==> config.mk <==
export PLATFORM = sky130hd
export DESIGN_NAME = cpu_multicycle_control
export DESIGN_NICKNAME = d
export VERILOG_FILES = /design/src/rtl/cpu_multicycle_control.sv
export SDC_FILE = /design/constraint.sdc
export NUM_CORES = 1
export LEC_CHECK = 0
export BUFFER_PORTS_ARGS = -buffer_cell sky130_fd_sc_hd__clkbuf_2
export CAP_MARGIN = 0
export CORE_MARGIN = 2
export CORE_UTILIZATION = 42
export CTS_CLUSTER_SIZE = 20
export DETAILED_ROUTE_END_ITERATION = 7
export PLACE_DENSITY = 0.84
export SLEW_MARGIN = 20
export SYNTH_ARGS = -nofsm -noshare
export SYNTH_HDL_FRONTEND = slang
export SYNTH_SLANG_ARGS = --single-unit
==> constraint.sdc <==
create_clock -name clk -period 1.9 [get_ports clk]
set_input_delay 0.38 -clock clk [delete_from_list [all_inputs] [get_ports clk]]
set_output_delay 0.38 -clock clk [all_outputs]
set_load 0.02 [all_outputs]
==> src/rtl/cpu_multicycle_control.sv <==
// Multi-cycle CPU control FSM: sequences fetch/decode/execute/memory/writeback, drives datapath enables.
// Build option CPU_ILLEGAL_TRAP_EN: undefined opcodes enter a sticky TRAP state instead of executing as R-type.
module cpu_multicycle_control #(
  parameter int OPCODE_W = 6,
  parameter int STATE_W  = 4
) (
  input  logic                clk,
  input  logic                rst,
  input  logic [OPCODE_W-1:0] opcode,
  input  logic                mem_ready,
  input  logic                stall,
  output logic                pcWrite,
  output logic                pcWriteCond,
  output logic [1:0]          pcSource,
  output logic                iorD,
  output logic                memRead,
  output logic                memWrite,
  output logic                irWrite,
  output logic                regWrite,
  output logic                regDesination,
  output logic                memToReg,
  output logic                aluSrcA,
  output logic [1:0]          aluSrcB,
  output logic [1:0]          aluOP,
  output logic                jal,
  output logic                instr_done,
  output logic [STATE_W-1:0]  state,
  output logic                illegal_op
);

  typedef enum logic [3:0] {
    S_FETCH  = 4'd0,  S_DECODE = 4'd1,  S_MEMADR = 4'd2,  S_MEMRD  = 4'd3,
    S_MEMWB  = 4'd4,  S_MEMWR  = 4'd5,  S_EXEC_R = 4'd6,  S_EXEC_I = 4'd7,
    S_ALUWB  = 4'd8,  S_BRANCH = 4'd9,  S_JUMP   = 4'd10, S_TRAP   = 4'd11
  } state_t;

  localparam logic [OPCODE_W-1:0] OP_R    = OPCODE_W'(0);
  localparam logic [OPCODE_W-1:0] OP_BEQ  = OPCODE_W'(1);
  localparam logic [OPCODE_W-1:0] OP_LW   = OPCODE_W'(2);
  localparam logic [OPCODE_W-1:0] OP_SW   = OPCODE_W'(3);
  localparam logic [OPCODE_W-1:0] OP_ADDI = OPCODE_W'(4);
  localparam logic [OPCODE_W-1:0] OP_ANDI = OPCODE_W'(5);
  localparam logic [OPCODE_W-1:0] OP_XORI = OPCODE_W'(6);
  localparam logic [OPCODE_W-1:0] OP_SLTI = OPCODE_W'(7);
  localparam logic [OPCODE_W-1:0] OP_J    = OPCODE_W'(8);
  localparam logic [OPCODE_W-1:0] OP_JAL  = OPCODE_W'(9);

  state_t r_state;
  state_t w_next;

  logic w_is_mem, w_is_imm, w_is_jmp;
  logic w_pc_write, w_pc_write_cond, w_ir_write, w_reg_write, w_mem_write, w_done;

  assign w_is_mem = (opcode == OP_LW) || (opcode == OP_SW);
  assign w_is_imm = (opcode == OP_ADDI) || (opcode == OP_ANDI) ||
                    (opcode == OP_XORI) || (opcode == OP_SLTI);
  assign w_is_jmp = (opcode == OP_J) || (opcode == OP_JAL);

  always_comb begin
    w_next           = r_state;
    w_pc_write       = 1'b0;
    w_pc_write_cond  = 1'b0;
    w_ir_write       = 1'b0;
    w_reg_write      = 1'b0;
    w_mem_write      = 1'b0;
    w_done           = 1'b0;
    pcSource         = 2'b00;
    iorD             = 1'b0;
    memRead          = 1'b0;
    regDesination    = 1'b0;
    memToReg         = 1'b0;
    aluSrcA          = 1'b0;
    aluSrcB          = 2'b00;
    aluOP            = 2'b00;
    jal              = 1'b0;
    case (r_state)
      S_FETCH: begin
        memRead    = 1'b1;
        aluSrcB    = 2'b01;
        w_ir_write = mem_ready;
        w_pc_write = mem_ready;
        if (mem_ready) w_next = S_DECODE;
      end
      S_DECODE: begin
        aluSrcB = 2'b11;
        if (opcode == OP_R)        w_next = S_EXEC_R;
        else if (opcode == OP_BEQ) w_next = S_BRANCH;
        else if (w_is_mem)         w_next = S_MEMADR;
        else if (w_is_imm)         w_next = S_EXEC_I;
        else if (w_is_jmp)         w_next = S_JUMP;
        else begin
`ifdef CPU_ILLEGAL_TRAP_EN
          w_next = S_TRAP;
`else
          w_next = S_EXEC_R;
`endif
        end
      end
      S_MEMADR: begin
        aluSrcA = 1'b1;
        aluSrcB = 2'b10;
        w_next  = (opcode == OP_LW) ? S_MEMRD : S_MEMWR;
      end
      S_MEMRD: begin
        memRead = 1'b1;
        iorD    = 1'b1;
        if (mem_ready) w_next = S_MEMWB;
      end
      S_MEMWB: begin
        w_reg_write = 1'b1;
        memToReg    = 1'b1;
        w_done      = 1'b1;
        w_next      = S_FETCH;
      end
      S_MEMWR: begin
        w_mem_write = 1'b1;
        iorD        = 1'b1;
        w_done      = mem_ready;
        if (mem_ready) w_next = S_FETCH;
      end
      S_EXEC_R: begin
        aluSrcA = 1'b1;
        aluOP   = 2'b10;
        w_next  = S_ALUWB;
      end
      S_EXEC_I: begin
        aluSrcA = 1'b1;
        aluSrcB = 2'b10;
        aluOP   = (opcode == OP_ADDI) ? 2'b00 : 2'b10;
        w_next  = S_ALUWB;
      end
      S_ALUWB: begin
        // ALU controls stay at their EXEC values so ALUOut feeds writeback unchanged
        w_reg_write   = 1'b1;
        w_done        = 1'b1;
        regDesination = (opcode != OP_ADDI);
        aluSrcB       = w_is_imm ? 2'b10 : 2'b00;
        aluOP         = (opcode == OP_ADDI) ? 2'b00 : 2'b10;
        w_next        = S_FETCH;
      end
      S_BRANCH: begin
        aluSrcA         = 1'b1;
        aluOP           = 2'b01;
        w_pc_write_cond = 1'b1;
        pcSource        = 2'b01;
        w_done          = 1'b1;
        w_next          = S_FETCH;
      end
      S_JUMP: begin
        w_pc_write = 1'b1;
        pcSource   = 2'b10;
        jal        = (opcode == OP_JAL);
        w_done     = 1'b1;
        w_next     = S_FETCH;
      end
`ifdef CPU_ILLEGAL_TRAP_EN
      S_TRAP: w_next = S_TRAP;
`endif
      default: w_next = S_FETCH;
    endcase
  end

  // stall suppresses every state-changing enable; memRead is left as-is so a request stays pending
  assign pcWrite     = w_pc_write      & ~stall;
  assign pcWriteCond = w_pc_write_cond & ~stall;
  assign irWrite     = w_ir_write      & ~stall;
  assign regWrite    = w_reg_write     & ~stall;
  assign memWrite    = w_mem_write     & ~stall;
  assign instr_done  = w_done          & ~stall;
  assign state       = STATE_W'(r_state);

  always_ff @(posedge clk) begin
    if (rst)         r_state <= S_FETCH;
    else if (!stall) r_state <= w_next;
  end

`ifdef CPU_ILLEGAL_TRAP_EN
  logic r_illegal_op;
  always_ff @(posedge clk) begin
    if (rst)                            r_illegal_op <= 1'b0;
    else if (!stall && w_next == S_TRAP) r_illegal_op <= 1'b1;
  end
  assign illegal_op = r_illegal_op;
`else
  assign illegal_op = 1'b0;
`endif

endmodule

==> results of run 1 <==
## routing by layer
layer | share of wire | GRT usage | up-vias | wire length [um]
met4 | 0.052 | 0.1583 | 0 | 100
li1 | - | - | 392 | -
met2 | 0.46 | 0.4258 | 53 | 871
met1 | 0.40 | 0.2903 | 355 | 757
met5 | 0 | 0 | - | 0
met3 | 0.092 | 0.04891 | 11 | 175
## worst paths after layout
kind / end / cells past startpoint
setup / recovery: aluOP[1] / 5
hold / removal: state[3]$_SDFFE_PP0P_ / 2
setup reg to reg: state[2]$_SDFFE_PP0P_ / 4
hold reg to reg: state[2]$_SDFFE_PP0P_ / 3
## kinds of logic (layout without fill, tap and decap cells)
logic type | after synthesis | in the layout | synth area share
flops | 4 | 4 | 0.1388
compound gates | 20 | 20 | 0.2451
simple gates | 51 | 51 | 0.4425
other cells | 1 | 1 | 0.006501
xor+xnor | 2 | 2 | 0.03037
buf+inv | 12 | 46 | 0.1366
## synthesized netlist by cell type (all sizes together), types with 2 or more instances
cell type,n
dfxtp,4
nor3,9
or2,3
nand3,5
nand2,9
nand2b,4
inv,6
o21ai,2
a21oi,6
and3,2
buf,5
nor2,13
## cell type report
cell class / count / area [um^2]
inverters: 6 / 22.52
clock buffers: 3 / 22.52
repair buffers: 37 / 202.7
flip-flops and latches: 4 / 80.08
fillers: 123 / 467.9
multi-input cells: 74 / 470.5
well taps: 15 / 18.77
## worst max-delay path: stages (launching register included)
cell and delay, ns:
sky130_fd_sc_hd__dfxtp_1 0.31, sky130_fd_sc_hd__or2_4 0.26, sky130_fd_sc_hd__or2_4 0.25, sky130_fd_sc_hd__a31oi_4 0.16, sky130_fd_sc_hd__a41o_1 0.11, sky130_fd_sc_hd__buf_4 0.13
## power breakdown
part	switching, uW	internal (uW)
logic	122	70.8
registers	2.61	89.3
clock network	48.5	71.6
## per-stage QoR
| stage | setup slack (ns) | area (um^2) | instances | utilization |
|---|---|---|---|---|
| 3_3_place_gp | 0.1601 | 754.5 | 136 | 0.5871 |
| 2_1_floorplan | 0.001819 | 591.8 | 90 | - |
| 6_report | 0.04238 | 817.0 | 139 | 0.6358 |
| 5_1_grt | 0.01242 | 817.0 | 139 | 0.6358 |
| 4_1_cts | 0.003376 | 787.0 | 139 | 0.6125 |
| 3_5_place_dp | 0.1354 | 754.5 | 136 | 0.5871 |
## timing repair
item / 4_1_cts / 5_1_grt
setup endpoints to repair: 4 / 8
gates resized for setup: 4 / 11
buffers inserted: 0 / 0
gates cloned: 0 / 0
==> metrics.sh, run 1 <==
SYNTH-MAIN-FF-CELL='sky130_fd_sc_hd__dfxtp_1'
WORSTPATHREQUIRED_NS=1.52
SYNTHESIS.NETS=100
YOSYS_SYNTHESIS_WARNING_COUNT=0
FIN_SKEW_NS=0.01509
DR.FIRST_ITER.DRC_COUNT=46
CLOCKROOTBUFFER='sky130_fd_sc_hd__clkbuf_4'
HOLD_VIOL=0
GR-USAGE-ALL-LAYERS=0.2539
N_ANTENNA_CELL=0
FINAL_PERIOD_MINUS_WORST_SETUP_SLACK_NS=1.858
ARRIVAL_NS=1.48
HOLDWS_NS=0.4070
TIMING.CRITICAL_PATH.TO_TYPE='output pin'
CP_MAX_FO=4
SYNTH_SEQ_CELLS=4
CTS_HOLD_BUF=0
MOSTFREQUENTLAYOUTCELLS='28 x sky130_fd_sc_hd__clkbuf_2, 11 x sky130_fd_sc_hd__nor2_1, 8 x sky130_fd_sc_hd__nand2_1, 8 x sky130_fd_sc_hd__nor3_1, 7 x sky130_fd_sc_hd__buf_4'
POWER-PER-CELL-AREA_nW_PER_UM2=494.9
NUM_ROWS=13
DIE_AREA_UM2=1686
AVERAGE_WIRE_LENGTH_PER_CELL_AFTER_DETAIL_ROUTING_UM=13.71
NETLIST_AREA_BEFORE_PLACEMENT_UM2=576.8
PLACEMENT.IO_BUFFERS=31
FP.COREAREA_UM2=1285
POST-ROUTE-PERIOD-UTIL=0.9777
REG2REG_SETUP_SLACK_NS=0.36
NET_COUNT_OF_THE_FINISHED_LAYOUT=136
SYNTH_TOP_AREA_CELL='sky130_fd_sc_hd__dfxtp_1'
GLOBALROUTE.TOTALOVERFLOW=0
BOUNDARYPINS=33
ROUTE.DETAILED.DRC=0
CTS_TREE='done'
CTS.SINKS=4
NETLIST_TOP_CELLS_AREA='sky130_fd_sc_hd__dfxtp_1 14%, sky130_fd_sc_hd__nor2_1 8.5%, sky130_fd_sc_hd__nor3_1 7.8%, sky130_fd_sc_hd__buf_6 7.8%, sky130_fd_sc_hd__nand2_1 5.9%'
TIMING.HOLD.WORST.CLASS='input pin to flop'
FLOORPLAN.DIE.HEIGHT_UM=41.06
SYN_AREA_PER_CELL_UM2=6.409
INITIAL_CELL_DENSITY_OF_THE_CORE=0.4489
CP-STARTPOINT='state[0]$_SDFFE_PP0P_'
WORST_HOLD_STARTPOINT='rst'
AVGVIACOUNTPERCELL=5.835
LARGEST_REGISTER_FF_COUNT=4
DIEWIDTH_UM=41.06
GRT_ANTENNA_BEFORE_REPAIR=0
TOTALNEGATIVESETUPSLACK_NS=0
PIN_COUNT_OF_THE_BIGGEST_NET_ENTERING_GLOBAL_ROUTING=17
DRIVE_ABOVE_1_SHARE=0.4194
POSTROUTEWIRELENGTH_MM=1.905
CTS_BUFFERS=3
MOST_COMMON_CELL_AFTER_LAYOUT_FILL_AND_TAPS_ASIDE='sky130_fd_sc_hd__clkbuf_2'
WORST_R2R_SRC='state[3]$_SDFFE_PP0P_'
SETUP_VIOLATIONS_FINAL=0
SYNTH-EDFF-COUNT=0
CLK_PATH_BUF_DEPTH=2
POWER.TOTAL_uW=404.3
MAX_CAP_VIOL_COUNT=0
SYNTHARSTFLOPSHARE=0
GP_CONGESTION=0.8762
TYPE_OF_THE_WORST_SETUP_PATH='flop to output pin'
NETLIST.AREA_LEADER.SHARE=0.1388
SEQUENTIAL_FRACTION_OF_THE_SYNTHESIS_AREA=0.1388
RSZ_0062_RAISED_AFTER_GLOBAL_ROUTING='false'
DETAILROUTE.VIA_COUNT=811
ANTENNA_LEFT=0
DETAILEDROUTE.FIRSTPASSITERATIONCOUNT=4
CLOCK_INSERTION_DELAY_WORST_SKEW_NS=0.26
IR_DROP_V=0.0002296
GRT_PASS1_WL_MM=2.704
POWER.STATIC_LEAKAGE_uW=0.0004034
REGISTER_CLOCK_PIN_SLEW_ON_THE_REPORTED_WORST_SETUP_AND_HOLD_PATHS_NS=0.05
VIAS_IN_THE_FIRST_GLOBAL_ROUTE=614
SYNTH_CELL_TYPE_COUNT=36
CTS.HTREE.LEVELS=1
SETUP.WORST_PATH.START_CLASS='flop'
OUTCOME='finished, final reports clean'
FINAL_MAX_SLEW_VIOL_COUNT=0
NETLIST_INSTANCES=90
PLACE_HPWL_MM=1.419
FMAX_MHz=538.3
LAYOUT_AREA_GROWTH_OVER_SYNTHESIS_PCT=41.65
Note: power is estimated with default switching activity, not from simulation.
==> run 2, diff against run 1 <==
--- a/config.mk
+++ b/config.mk
@@ -7,11 +7,11 @@
 export LEC_CHECK = 0
 export BUFFER_PORTS_ARGS = -buffer_cell sky130_fd_sc_hd__clkbuf_2
 export CAP_MARGIN = 0
-export CORE_MARGIN = 2
-export CORE_UTILIZATION = 42
+export CORE_AREA = 2 2 39 41
 export CTS_CLUSTER_SIZE = 20
 export DETAILED_ROUTE_END_ITERATION = 7
-export PLACE_DENSITY = 0.84
+export DIE_AREA = 0 0 41 43
+export PLACE_DENSITY = 0.86
 export SLEW_MARGIN = 20
 export SYNTH_ARGS = -nofsm -noshare
 export SYNTH_HDL_FRONTEND = slang
==> constraint.sdc (replaced) <==
create_clock -name clk -period 2.3 [get_ports clk]
set_input_delay 0.46 -clock clk [delete_from_list [all_inputs] [get_ports clk]]
set_output_delay 0.46 -clock clk [all_outputs]
set_load 0.02 [all_outputs]
==> run 2 against run 1 <==
  * Worst setup slack improved by 0.18 ns
  * Flip-flop and latch count unchanged
  * Register-to-register slack improved by 0.43 ns
  * Die area increased by 4.6%
  * Via count decreased by 4.8%
  * Critical path depth unchanged
  * Largest cell class unchanged
  * Clock power decreased by 27%
  * Utilization decreased by 9.4 points
  * Routed wire length decreased by 9.8%
  * Sequential share of layout area increased by 1.1 points
==> metrics.sh, run 2 (synthesized netlist as in run 1, its figures left out) <==
GRT_PASS1_WL_MM=2.718
AVERAGE_WIRE_LENGTH_PER_CELL_AFTER_DETAIL_ROUTING_UM=12.46
CTS.HTREE.LEVELS=1
GR-USAGE-ALL-LAYERS=0.2189
DETAILROUTE.VIA_COUNT=772
RSZ_0062_RAISED_AFTER_GLOBAL_ROUTING='false'
POWER.TOTAL_uW=309.2
KIND_OF_CELL_ADDING_THE_MOST_DELAY_TO_THE_CRITICAL_PATH='simple AND/OR/NAND/NOR gates'
SETUP_VIOLATIONS_FINAL=0
FINAL_MAX_SLEW_VIOL_COUNT=0
CTS_BUFFERS=3
CP-STARTPOINT='state[0]$_SDFFE_PP0P_'
DIEWIDTH_UM=41
PIN_COUNT_OF_THE_BIGGEST_NET_ENTERING_GLOBAL_ROUTING=17
DRIVE_ABOVE_1_SHARE=0.3525
FLOORPLAN.DIE.HEIGHT_UM=43
IR_DROP_V=0.0002056
FIN_SKEW_NS=0.004574
GRT_ANTENNA_BEFORE_REPAIR=0
CRITICAL_PATH_BUF_INV_COUNT=1
WORST_HOLD_STARTPOINT='rst'
POSTROUTEWIRELENGTH_MM=1.719
PLACE_HPWL_MM=1.323
CRIT_SLOWEST_CELL='sky130_fd_sc_hd__or2_2'
CLOCK_INSERTION_DELAY_WORST_SKEW_NS=0.24
MOST_COMMON_CELL_AFTER_LAYOUT_FILL_AND_TAPS_ASIDE='sky130_fd_sc_hd__clkbuf_2'
TIMING.CRITICAL_PATH.TO_TYPE='output pin'
CTS_HOLD_BUF=0
DETAILEDROUTE.FIRSTPASSITERATIONCOUNT=4
CLOCKROOTBUFFER='sky130_fd_sc_hd__clkbuf_4'
NUM_ROWS=14
LAYOUT_AREA_GROWTH_OVER_SYNTHESIS_PCT=29.94
MAX_CAP_VIOL_COUNT=0
TIMING.CRITICAL_PATH.CELLS='or2_2 > or2_2 > a31oi_1 > a41o_1 > clkbuf_2'
VIAS_IN_THE_FIRST_GLOBAL_ROUTE=657
ANTENNA_LEFT=0
CRITPATHMOSTFREQUENTCELL='sky130_fd_sc_hd__or2_2'
WORSTPATHREQUIRED_NS=1.84
FMAX_MHz=480.5
CP_MAX_FO=4
SEQ_AREA_UM2=81.33
OUTCOME='finished, final reports clean'
NET_COUNT_OF_THE_FINISHED_LAYOUT=134
CTS_TREE='done'
MULTI_INPUT_AREA_UM2=417.9
TYPE_OF_THE_WORST_SETUP_PATH='flop to output pin'
POST-ROUTE-PERIOD-UTIL=0.9049
TIMING.HOLD.WORST.CLASS='input pin to flop'
BOUNDARYPINS=33
GP_CONGESTION=0.8578
FINAL_PERIOD_MINUS_WORST_SETUP_SLACK_NS=2.081
WORST_R2R_SRC='state[2]$_SDFFE_PP0P_'
LARGEST_REGISTER_FF_COUNT=4
DPL.CELL_COUNT=135
DR.FIRST_ITER.DRC_COUNT=36
REGISTER_CLOCK_PIN_SLEW_ON_THE_REPORTED_WORST_SETUP_AND_HOLD_PATHS_NS=0.04
CLK_PATH_BUF_DEPTH=2
SETUP.WORST_PATH.START_CLASS='flop'
N_ANTENNA_CELL=0
ARRIVAL_NS=1.62
HOLD_VIOL=0
AVGVIACOUNTPERCELL=5.594
INITIAL_CELL_DENSITY_OF_THE_CORE=0.4168
MOSTFREQUENTLAYOUTCELLS='31 x sky130_fd_sc_hd__clkbuf_2, 13 x sky130_fd_sc_hd__nor2_1, 9 x sky130_fd_sc_hd__nand2_1, 9 x sky130_fd_sc_hd__nor3_1'
TOTALNEGATIVESETUPSLACK_NS=0
FINAL_CELL_COUNT_NO_FILL=138
SETUP_REPAIR_BUFS_AFTER_CTS=0
N_FILL_CELL=131
CTS.SINKS=4
CPPEAKSTAGEDELAY_NS=0.33
POWER.STATIC_LEAKAGE_uW=0.0003860
PLACEMENT.IO_BUFFERS=31
POWER-PER-CELL-AREA_nW_PER_UM2=412.6
ROUTE.DETAILED.DRC=0
DIE_AREA_UM2=1763
FP.COREAREA_UM2=1384
GLOBALROUTE.TOTALOVERFLOW=0
-- run 2: changes by cell type in the layout (fill, tap and decap cells not counted), sizes merged --
cell    delta
buf        -5
clkbuf     +3
-- run 2: path summary, 6_finish.rpt --
check / end / slack [ns] / cells past startpoint
worst min register to register: state[3]$_SDFFE_PP0P_ / 0.59 / 2
worst max register to register: state[2]$_SDFFE_PP0P_ / 0.79 / 4
worst max-delay path: aluOP[1] / 0.22 / 5
worst min-delay path: state[3]$_SDFFE_PP0P_ / 0.47 / 2
-- run 2: layer usage --
layer  share of wire  vias up  GRT usage
li1                -      386          -
met2            0.48       39     0.3500
met5               0        -          0
met4           0.011        0     0.1067
met1            0.44      345     0.2637
met3           0.067        2    0.04188
-- run 2: worst reg2reg max path: cells and delay by family (launching register included) --
| kind | cells | cell delay [ns] |
|---|---|---|
| AOI/OAI and AO/OA | 2 | 0.40 |
| and+or+nand+nor | 1 | 0.56 |
| buffers and inverters | 1 | 0.18 |
| DFF | 1 | 0.30 |
-- run 2: through the flow --
stage	cell area, um^2	hold slack [ns]	worst slack, ns	util
after floorplan	576.8	0.5477	0.1168	-
after global placement	725.7	0.6087	0.4104	0.5244
after detailed placement	725.7	0.6293	0.3180	0.5244
after CTS	748.2	0.4617	0.06067	0.5407
after global routing	749.5	0.4619	0.1268	0.5416
final	749.5	0.4686	0.2187	0.5416
-- run 2: layout make-up --
class / instances / share of cell area
clock buffer: 3 / 0.03005
timing repair buffer: 35 / 0.2471
inverter: 6 / 0.03005
tap: 16 / 0.02671
multi-input combinational: 74 / 0.5576
sequential: 4 / 0.1085
-- run 2: repair_timing --
item | in CTS | in global routing
hold endpoints to repair | 0 | 0
setup endpoints to repair | 0 | 1
gates resized for setup | 0 | 1
-- run 2: power by group --
group	switching (uW)	internal, uW
Sequential	1.75	73.9
Clock	28.8	58.4
Combinational	94.3	52.1
Total	125	184
